[src/rtl/uart_tx_buffered_if.sv]
// -----------------------------------------------------------------------------
// uart_tx_buffered_if
// Processor-side bus of the buffered UART transmitter.
//
// Signals:
//   wr_en     store strobe to the UART transmit address (1 cycle per byte)
//   wr_data   byte to transmit, qualified by wr_en
//   tx_ready  FIFO not full (transmit-ready status bit)
//   tx_busy   FIFO non-empty or a frame is on the line
//   count     bytes currently held in the FIFO (0..2^DEPTH_LOG2)
//   overflow  sticky dropped-write flag (0 when the flag is compiled out)
//
// Handshake: a byte is accepted on a rising clk edge exactly when wr_en=1 and
// tx_ready=1 at that edge. wr_en with tx_ready=0 drops the byte; there is no
// back-pressure stall, the processor is expected to poll tx_ready first.
//
// Modports: master = processor side, slave = transmitter side.
// -----------------------------------------------------------------------------
interface uart_tx_buffered_if #(
    parameter int DEPTH_LOG2 = 3
);
    logic                  wr_en;
    logic [7:0]            wr_data;
    logic                  tx_ready;
    logic                  tx_busy;
    logic [DEPTH_LOG2:0]   count;
    logic                  overflow;

    modport master (
        output wr_en, wr_data,
        input  tx_ready, tx_busy, count, overflow
    );

    modport slave (
        input  wr_en, wr_data,
        output tx_ready, tx_busy, count, overflow
    );
endinterface

[src/rtl/uart_tx_buffered.sv]
// -----------------------------------------------------------------------------
// uart_tx_buffered
// UART transmitter (8N1, LSB first) fed by a circular byte FIFO.
//
// Ports:
//   clk         single clock, all registers update on its rising edge
//   rst         synchronous active-low reset
//   bus         uart_tx_buffered_if.slave: wr_en/wr_data in,
//               tx_ready/tx_busy/count/overflow out
//   serial_out  UART line, idles high, driven straight from a flop
//   dbg_state   current FSM state (IDLE=0, START=1, DATA=2, STOP=3)
//
// Parameters: CLOCK_FREQ (Hz), BAUD_RATE (bit/s), DEPTH_LOG2 (1..6).
// Each line bit lasts CLOCK_FREQ/BAUD_RATE cycles (truncated).
//
// Build option: define UART_TX_OVERFLOW_FLAG_EN to get a sticky overflow
// flag that sets on any dropped write; otherwise overflow is tied to 0.
// -----------------------------------------------------------------------------
module uart_tx_buffered #(
    parameter int CLOCK_FREQ = 50_000_000,
    parameter int BAUD_RATE  = 115_200,
    parameter int DEPTH_LOG2 = 3
) (
    input  logic                     clk,
    input  logic                     rst,
    uart_tx_buffered_if.slave        bus,
    output logic                     serial_out,
    output logic [1:0]               dbg_state
);
    localparam int BIT_CYCLES = CLOCK_FREQ / BAUD_RATE;
    localparam int BAUD_W     = (BIT_CYCLES > 1) ? $clog2(BIT_CYCLES) : 1;
    localparam int DEPTH      = 1 << DEPTH_LOG2;
    localparam logic [BAUD_W-1:0]   BAUD_LAST = BAUD_W'(BIT_CYCLES - 1);
    localparam logic [DEPTH_LOG2:0] FULL_CNT  = (DEPTH_LOG2 + 1)'(DEPTH);

    typedef enum logic [1:0] {
        IDLE  = 2'd0,
        START = 2'd1,
        DATA  = 2'd2,
        STOP  = 2'd3
    } state_t;

    state_t                state_q, state_d;
    logic [BAUD_W-1:0]     baud_q, baud_d;
    logic [2:0]            bit_q, bit_d;
    logic [7:0]            shift_q, shift_d;
    logic [DEPTH_LOG2-1:0] wr_ptr_q, wr_ptr_d;
    logic [DEPTH_LOG2-1:0] rd_ptr_q, rd_ptr_d;
    logic [DEPTH_LOG2:0]   count_q, count_d;
    logic                  serial_q, serial_d;
    logic [7:0]            mem_q [DEPTH];

    logic tx_ready;
    logic push;
    logic pop;
    logic bit_end;

    // Fullness alone decides acceptance, so a write into a full FIFO is
    // dropped even on a cycle where the FSM pops.
    assign tx_ready = (count_q != FULL_CNT);
    assign push     = bus.wr_en & tx_ready;
    assign bit_end  = (baud_q == BAUD_LAST);

    // FSM next state, shifter and bit timing.
    always_comb begin
        state_d = state_q;
        baud_d  = baud_q;
        bit_d   = bit_q;
        shift_d = shift_q;
        pop     = 1'b0;
        case (state_q)
            IDLE: begin
                if (count_q != '0) begin
                    pop     = 1'b1;
                    shift_d = mem_q[rd_ptr_q];
                    bit_d   = '0;
                    baud_d  = '0;
                    state_d = START;
                end
            end
            START: begin
                if (bit_end) begin
                    baud_d  = '0;
                    state_d = DATA;
                end else begin
                    baud_d = baud_q + BAUD_W'(1);
                end
            end
            DATA: begin
                if (bit_end) begin
                    baud_d = '0;
                    if (bit_q == 3'd7) begin
                        state_d = STOP;
                    end else begin
                        bit_d   = bit_q + 3'd1;
                        shift_d = {1'b0, shift_q[7:1]};
                    end
                end else begin
                    baud_d = baud_q + BAUD_W'(1);
                end
            end
            STOP: begin
                if (bit_end) begin
                    baud_d  = '0;
                    state_d = IDLE;
                end else begin
                    baud_d = baud_q + BAUD_W'(1);
                end
            end
            default: state_d = IDLE;
        endcase
    end

    // Line level follows the current state; it is registered, so the pin
    // trails every state or bit change by exactly one cycle.
    always_comb begin
        serial_d = 1'b1;
        case (state_q)
            START:   serial_d = 1'b0;
            DATA:    serial_d = shift_q[0];
            default: serial_d = 1'b1;
        endcase
    end

    // FIFO pointers and occupancy; a simultaneous push and pop cancel.
    always_comb begin
        wr_ptr_d = push ? wr_ptr_q + DEPTH_LOG2'(1) : wr_ptr_q;
        rd_ptr_d = pop  ? rd_ptr_q + DEPTH_LOG2'(1) : rd_ptr_q;
        count_d  = count_q;
        case ({push, pop})
            2'b10:   count_d = count_q + (DEPTH_LOG2 + 1)'(1);
            2'b01:   count_d = count_q - (DEPTH_LOG2 + 1)'(1);
            default: count_d = count_q;
        endcase
    end

    always_ff @(posedge clk) begin
        if (!rst) begin
            state_q  <= IDLE;
            baud_q   <= '0;
            bit_q    <= '0;
            shift_q  <= '0;
            wr_ptr_q <= '0;
            rd_ptr_q <= '0;
            count_q  <= '0;
            serial_q <= 1'b1;
        end else begin
            state_q  <= state_d;
            baud_q   <= baud_d;
            bit_q    <= bit_d;
            shift_q  <= shift_d;
            wr_ptr_q <= wr_ptr_d;
            rd_ptr_q <= rd_ptr_d;
            count_q  <= count_d;
            serial_q <= serial_d;
        end
    end

    // Storage is not reset: entries are only read while count is non-zero.
    always_ff @(posedge clk) begin
        if (rst && push) begin
            mem_q[wr_ptr_q] <= bus.wr_data;
        end
    end

`ifdef UART_TX_OVERFLOW_FLAG_EN
    logic overflow_q;

    always_ff @(posedge clk) begin
        if (!rst) begin
            overflow_q <= 1'b0;
        end else if (bus.wr_en && !tx_ready) begin
            overflow_q <= 1'b1;
        end
    end

    assign bus.overflow = overflow_q;
`else
    assign bus.overflow = 1'b0;
`endif

    assign bus.tx_ready = tx_ready;
    assign bus.tx_busy  = (count_q != '0) || (state_q != IDLE);
    assign bus.count    = count_q;
    assign serial_out   = serial_q;
    assign dbg_state    = state_q;
endmodule

[src/flat_wrapper.sv]
// flat-port wrapper written by rule: the top's interface ports become plain ports
module uart_tx_buffered_flat 
#(
    parameter int CLOCK_FREQ = 50_000_000,
    parameter int BAUD_RATE  = 115_200,
    parameter int DEPTH_LOG2 = 3
)
  (clk, rst, serial_out, dbg_state, bus_wr_en, bus_wr_data, bus_tx_ready, bus_tx_busy, bus_count, bus_overflow);
  uart_tx_buffered_if #(.DEPTH_LOG2(DEPTH_LOG2)) bus_i ();
  input  logic clk;
  input  logic rst;
  output logic serial_out;
  output logic [1:0] dbg_state;
  input wire logic [$bits(bus_i.wr_en)-1:0] bus_wr_en;
  input wire logic [$bits(bus_i.wr_data)-1:0] bus_wr_data;
  output wire logic [$bits(bus_i.tx_ready)-1:0] bus_tx_ready;
  output wire logic [$bits(bus_i.tx_busy)-1:0] bus_tx_busy;
  output wire logic [$bits(bus_i.count)-1:0] bus_count;
  output wire logic [$bits(bus_i.overflow)-1:0] bus_overflow;
  assign bus_i.wr_en = bus_wr_en;
  assign bus_i.wr_data = bus_wr_data;
  assign bus_tx_ready = bus_i.tx_ready;
  assign bus_tx_busy = bus_i.tx_busy;
  assign bus_count = bus_i.count;
  assign bus_overflow = bus_i.overflow;
  uart_tx_buffered #(.CLOCK_FREQ(CLOCK_FREQ), .BAUD_RATE(BAUD_RATE), .DEPTH_LOG2(DEPTH_LOG2)) u_core (.clk(clk), .rst(rst), .bus(bus_i), .serial_out(serial_out), .dbg_state(dbg_state));
endmodule
[config.mk]
export PLATFORM = sky130hd
export DESIGN_NAME = uart_tx_buffered_flat
export DESIGN_NICKNAME = d
export VERILOG_FILES = /design/src/rtl/uart_tx_buffered_if.sv /design/src/rtl/uart_tx_buffered.sv /design/src/flat_wrapper.sv
export SDC_FILE = /design/constraint.sdc
export NUM_CORES = 1
export LEC_CHECK = 0
export BUFFER_PORTS_ARGS = -buffer_cell sky130_fd_sc_hd__clkbuf_2
export CAP_MARGIN = 20
export CORE_AREA = 4 4 94 96
export DETAILED_ROUTE_END_ITERATION = 8
export DIE_AREA = 0 0 98 100
export GPL_TIMING_DRIVEN = 0
export PLACE_DENSITY = 0.71
export SLEW_MARGIN = 5
export SYNTH_ARGS = -nofsm -noshare
export SYNTH_HDL_FRONTEND = slang
export SYNTH_SLANG_ARGS = --single-unit
[constraint.sdc]
create_clock -name clk -period 3.7 [get_ports clk]
set_input_delay 0.555 -clock clk [delete_from_list [all_inputs] [get_ports clk]]
set_output_delay 0.555 -clock clk [all_outputs]
set_load 0.05 [all_outputs]
Yosys cells after proc, flatten, opt, wreduce, memory -nomap -nowiden
Memory sizes are Yosys's and may differ from the RTL's. A register that Yosys moved wholly into a read port is not among the register bits.
Index checks and enable logic that the tools add are counted.
Cells by class
  add/sub/neg operators: 6
  equality and inequality tests: 14
  mux-type cells: 25
  bitwise logic cells: 1
  reductions and logical operators: 10
Operator list (count)
  $mux W8: 3
  $mux W9: 2
  $pmux W9 S2: 1
  $pmux W8 S2: 1
  $mux W3: 5
  $mux W2: 5
  $ne A2 B1 Y1 const B: 5
  $add A3 B1 Y3 const B: 3
  $add A9 B1 Y9 const B: 1
  $eq A9 B9 Y1 const B: 1
  $pmux W2 S4: 1
  $pmux W4 S2: 1
  $eq A2 B2 Y1 const B: 3
  $pmux W3 S2: 1
  $reduce_bool A2 Y1: 3
  $reduce_and A5 Y1: 1
  $add A4 B1 Y4 const B: 1
  $eq A2 B1 Y1 const B: 2
  $mux W1: 4
  $ne A4 B4 Y1 const B: 1
  $reduce_and A4 Y1: 1
  $reduce_bool A4 Y1: 1
  $sub A4 B1 Y4 const B: 1
  $eq A3 B3 Y1 const B: 1
  7 further kinds: 7
Storage, ports and cells
  bits in registers: 33
  memory bits (writable): 64
  output and inout bits: 10
  word-level logic and storage cells: 65
  memories kept: 1
Memory list
  u_core.mem_q: depth 8, bits a word 8, read ports 1, clocked after memory_dff 1, write ports 1, line uart_tx_buffered.sv:51  | logic [7:0] mem_q [DEPTH];

Logic depth before layout (Yosys ltp)
  depth after elaboration: 5
  depth in mapped cells: 10

Least setup slack after synthesis
Ideal clock, no wire load.
  kind: flip-flop to flip-flop
  start point: reg u_core.count_q[1], in the netlist u_core.bus.count[1]
  end point: reg u_core.count_q[3], in the netlist u_core.bus.count[3]
  data arrival time: 3.136 ns
  data required time: 3.577 ns
  path slack: 0.441 ns
  stages on the path, launching flop included: 10
  buffers on the path: 2
  period minus slack after synthesis: 3.259 ns
  path through: dfxtp_1 -> clkbuf_1 -> or4b_2 -> clkbuf_1 -> nand2_1 -> ha_1 -> or3b_2 -> a221oi_1 -> a31oi_1 -> mux2i_1
On the way
  elaborated cells between the ends (all ways): 11
RTL lines
  start, declared: line uart_tx_buffered.sv:49  | logic [DEPTH_LOG2:0] count_q, count_d;
  start signal, assigned: line uart_tx_buffered.sv:154  | count_q <= count_d;
  $ne A4 B4 Y1 *: line uart_tx_buffered.sv:60  | assign tx_ready = (count_q != FULL_CNT);
  via bus_tx_ready: line flat_wrapper.sv:16  | output wire logic [$bits(bus_i.tx_ready)-1:0] bus_tx_ready;
  $and A1 B1 Y1 *: line uart_tx_buffered.sv:61  | assign push = bus.wr_en & tx_ready;
  $eq A2 B1 Y1 / $eq A2 B2 Y1 (equally long branches): line uart_tx_buffered.sv:130  | case ({push, pop})
  $pmux W4 S2 / $reduce_bool A2 Y1 (equally long branches)
The timed path passes the listed nets; every way through them passes the cells marked *.
A chain may end at the register's enable or synchronous reset.

Worst setup path after layout
  start point: reg u_core.state_q[1], in the netlist u_core.dbg_state[1]
  end point: out bus_tx_busy
On the way
  word-level cells in the longest chain between the ends: 2
Ends and longest elaborated chain
  start, declared: line uart_tx_buffered.sv:43  | state_t state_q, state_d;
  start signal, assigned: line uart_tx_buffered.sv:148  | state_q <= state_d;
  $reduce_bool A2 Y1: line uart_tx_buffered.sv:183  | assign bus.tx_busy = (count_q != '0) || (state_q != IDLE);
  $logic_or A1 B1 Y1: line uart_tx_buffered.sv:183
  end, declared: line flat_wrapper.sv:17  | output wire logic [$bits(bus_i.tx_busy)-1:0] bus_tx_busy;
No other way between the ends.

==> impl_metrics.xml <==
<?xml version="1.0" encoding="UTF-8"?>
<metrics>
  <group name="setup_path">
    <metric name="timing.critical_path.from_type" unit="">register</metric>
    <metric name="critPathKind" unit="">register to output port</metric>
    <metric name="critical_path.endpoint_type" unit="">output port</metric>
    <metric name="worst-endpoint-arrival" unit="ps">2680</metric>
    <metric name="crit_path_max_fanout" unit="">10</metric>
    <metric name="required" unit="ps">3140</metric>
  </group>
  <group name="timing">
    <metric name="post-route-min-period" unit="ps">3230</metric>
    <metric name="slew_viol_final" unit="">0</metric>
    <metric name="finalSetupTns" unit="ps">0</metric>
    <metric name="max_fclk" unit="GHz">0.309</metric>
    <metric name="hold_fails_final_rpt" unit="">0</metric>
    <metric name="grt_setup_unrepaired" unit="">false</metric>
    <metric name="timing.final.crit_share" unit="%">87.4</metric>
    <metric name="worst_slew_margin_rel" unit="%">36.1</metric>
    <metric name="worstMarginPinSlew" unit="ps">955</metric>
    <metric name="final-setup-viol-count" unit="">0</metric>
    <metric name="fin_skew" unit="ps">15.2</metric>
  </group>
  <group name="synth">
    <metric name="postSynth.asyncResetShare" unit="%">0</metric>
    <metric name="synthesis.instances" unit="">312</metric>
    <metric name="synth_ff_type" unit="">edfxtp_1</metric>
    <metric name="netlist_top_cells_area" unit="">edfxtp_1, dfxtp_1, mux4_2</metric>
    <metric name="post_synthesis_sequential_element_count" unit="">100</metric>
    <metric name="synth.lib_cells_used.distinct" unit="">55</metric>
    <metric name="netlist_area" unit="µm²">4270</metric>
    <metric name="synth_top_cell_area_share" unit="%">45.0</metric>
    <metric name="netlist.top_cell.by_area" unit="">edfxtp_1</metric>
    <metric name="synth-warning-count" unit="">0</metric>
    <metric name="synth_area_per_cell" unit="µm²">13.7</metric>
    <metric name="synth_edf_count" unit="">64</metric>
    <metric name="synth_fp_nets" unit="">336</metric>
    <metric name="part_of_the_yosys_area_used_for_sequential_elements" unit="%">61.8</metric>
  </group>
  <group name="route">
    <metric name="drt_iter0_markers" unit="">139</metric>
    <metric name="wirelength" unit="µm">8360</metric>
    <metric name="drt_first_pass_iters" unit="">4</metric>
    <metric name="antenna_viol_nets_final" unit="">0</metric>
    <metric name="vias_per_cell" unit="">5.94</metric>
    <metric name="detailroute.via_count" unit="">2692</metric>
    <metric name="route.detailed.drc" unit="">0</metric>
    <metric name="routedWlPerCell" unit="µm">18.4</metric>
  </group>
  <group name="placement">
    <metric name="globalplace.congestion" unit="">0.793</metric>
    <metric name="port_buffers" unit="">19</metric>
    <metric name="post-place-cells" unit="">437</metric>
    <metric name="detailedPlacementHpwl" unit="µm">5590</metric>
  </group>
  <group name="die">
    <metric name="floorplan.die.height" unit="µm">100</metric>
    <metric name="row_count" unit="">33</metric>
    <metric name="io_pins" unit="">21</metric>
    <metric name="core_outline_area" unit="µm²">8050</metric>
    <metric name="design.die.area" unit="µm²">9800</metric>
    <metric name="start_util" unit="%">53.1</metric>
    <metric name="die_w" unit="µm">98</metric>
  </group>
  <group name="clocking">
    <metric name="tritoncts.num_buffers" unit="">9</metric>
    <metric name="clock_tree_from_tritoncts" unit="">done</metric>
    <metric name="cts_htree_levels" unit="">3</metric>
    <metric name="ctsLongestPathBuffers" unit="">2</metric>
    <metric name="clock_sink_count" unit="">100</metric>
    <metric name="cts.root.buffer_cell" unit="">clkbuf_8</metric>
    <metric name="postCtsSetupBuffers" unit="">0</metric>
    <metric name="cts.clk_slew.worst_paths" unit="ps">110</metric>
    <metric name="ctsHoldBuffers" unit="">0</metric>
    <metric name="clock_insertion_delay_worst_skew" unit="ps">370</metric>
    <metric name="cts_resized" unit="">0</metric>
  </group>
  <group name="min_path">
    <metric name="hold_path_class" unit="">primary input to register</metric>
  </group>
  <group name="cells_and_area">
    <metric name="layout_overhead_on_the_synthesized_area" unit="%">11.1</metric>
    <metric name="nets" unit="">367</metric>
    <metric name="fill_cells" unit="">661</metric>
    <metric name="regArea" unit="µm²">2640</metric>
    <metric name="share_of_layout_cells_above_drive_strength_1" unit="%">20.4</metric>
    <metric name="multi_input_area" unit="µm²">1540</metric>
    <metric name="antenna_cells" unit="">0</metric>
    <metric name="final-instance-count-excl-fill" unit="">453</metric>
  </group>
  <group name="global_route">
    <metric name="grt_pass1_vias" unit="">2679</metric>
    <metric name="grt_use_total" unit="%">18.0</metric>
    <metric name="antenna_found_initial" unit="">0</metric>
    <metric name="grt_max_degree" unit="">22</metric>
    <metric name="grt_pass1_wl" unit="µm">13800</metric>
    <metric name="grt-ovfl-total" unit="">0</metric>
  </group>
  <group name="power_and_ir_drop">
    <metric name="power.static_leakage" unit="µW">0.00160</metric>
    <metric name="power_density_normalized_to_cell_area" unit="nW/µm²">684</metric>
    <metric name="irDropWorstVdd" unit="mV">0.430</metric>
  </group>
  <group name="outcome">
    <metric name="status" unit="">completed</metric>
  </group>
  <group name="run">
    <metric name="cap_viol_max_count" unit="">0</metric>
  </group>
</metrics>
-- worst max-delay path, stage by stage (launching register included) --
cell and delay (ps):
dfxtp_1 420, inv_1 110, ha_1 330, and2_1 190, buf_4 150, inv_1 60
buf_2 220, buf_1 450, clkbuf_2 370
-- synthesized netlist by cell type (all sizes together) (3+ instances only) --
cell and count:
nand2b 4, buf 6, dfxtp 36, o21ai 6
o22ai 17, edfxtp 64, o2111ai 7, nor2 16
mux2i 6, clkbuf 15, a21oi 7, nand2 24
xor2 5, a311oi 4, a31oi 4, inv 6
nand3 9, ha 13, o21a 3, mux4 16
nor3 7, nand4 3
-- state kept, by name (all words and copies together) (netlist names), named ones only --
register and count:
u_core.mem_q 64, u_core.baud_q 9, u_core.shift_q 8, u_core.bus.count 4, u_core.bit_q 3, u_core.rd_ptr_q 3
u_core.wr_ptr_q 3, u_core.dbg_state 2, u_core.serial_out 1
-- cell type report --
class / instances / share of cell area [%]
clock buffer: 9 / 2.61
clock inverter: 7 / 1.87
multi-input combinational: 185 / 32.4
buffer: 21 / 2.06
timing repair buffer: 20 / 2.16
inverter: 6 / 0.474
sequential: 100 / 55.7
tap: 105 / 2.77
-- path summary, 6_finish.rpt --
kind / depth (start not counted) / slack (ps) / startpoint / endpoint
max: 8 / 470 / u_core.dbg_state[1] / bus_tx_busy
min: 1 / 450 / bus_wr_data[5] / u_core.mem_q[4][5]
max reg2reg: 9 / 690 / u_core.bus.count[1] / u_core.bus.count[3]
min reg2reg: 2 / 480 / u_core.shift_q[3] / u_core.shift_q[3]
-- cells in the final DEF (no fill, tap or decap), drive strengths merged, types with 4 or more instances in the layout --
cell type	Yosys	final
a21oi	7	7
a311oi	4	4
a31oi	4	4
buf	6	7
clkbuf	15	43
clkinv	0	4
dfxtp	36	36
edfxtp	64	64
ha	13	13
inv	6	9
mux2i	6	6
mux4	16	16
nand2	24	24
nand2b	4	4
nand3	9	9
nor2	16	16
nor3	7	7
o2111ai	7	7
o21ai	6	6
o22ai	17	17
xor2	5	5
-- stage by stage --
| step | hold slack (ps) | utilization, % | cell area, µm² | power, µW | setup slack (ps) |
|---|---|---|---|---|---|
| floorplan | 444 | - | 4270 | 2280 | 441 |
| global placement | 458 | 55.9 | 4500 | 2530 | 100 |
| detailed placement | 461 | 56.3 | 4530 | 2560 | 714 |
| CTS | 442 | 59.0 | 4750 | 3260 | 452 |
| global route | 450 | 59.0 | 4750 | 3430 | 320 |
| finish | 454 | 59.0 | 4750 | 3250 | 465 |
-- power breakdown --
part | internal [µW] | total (µW) | switching, µW
Clock | 275 | 704 | 429
Sequential | 1290 | 1370 | 78.7
Combinational | 442 | 1180 | 736
-- kinds of logic (layout without fill, tap and decap cells) --
| kind of cell | Yosys count | after routing | share of synthesized area (%) |
|---|---|---|---|
| compound gates | 64 | 64 | 11.2 |
| xor+xnor | 6 | 6 | 1.23 |
| fa+ha+maj | 13 | 13 | 3.81 |
| buf+inv | 27 | 63 | 2.81 |
| flops | 100 | 100 | 61.8 |
| mux | 22 | 22 | 9.84 |
| other cells | 1 | 1 | 0.0877 |
| simple gates | 79 | 79 | 9.19 |
-- routing by layer --
| layer | wire [µm] | share of wire [%] | GRT usage, % |
|---|---|---|---|
| met5 | 0 | 0 | 0 |
| met4 | 70 | 0.84 | 5.11 |
| met3 | 327 | 3.9 | 4.52 |
| met2 | 4180 | 50 | 29.7 |
| met1 | 3780 | 45 | 23.9 |
Power figures use the tool's default switching activity.
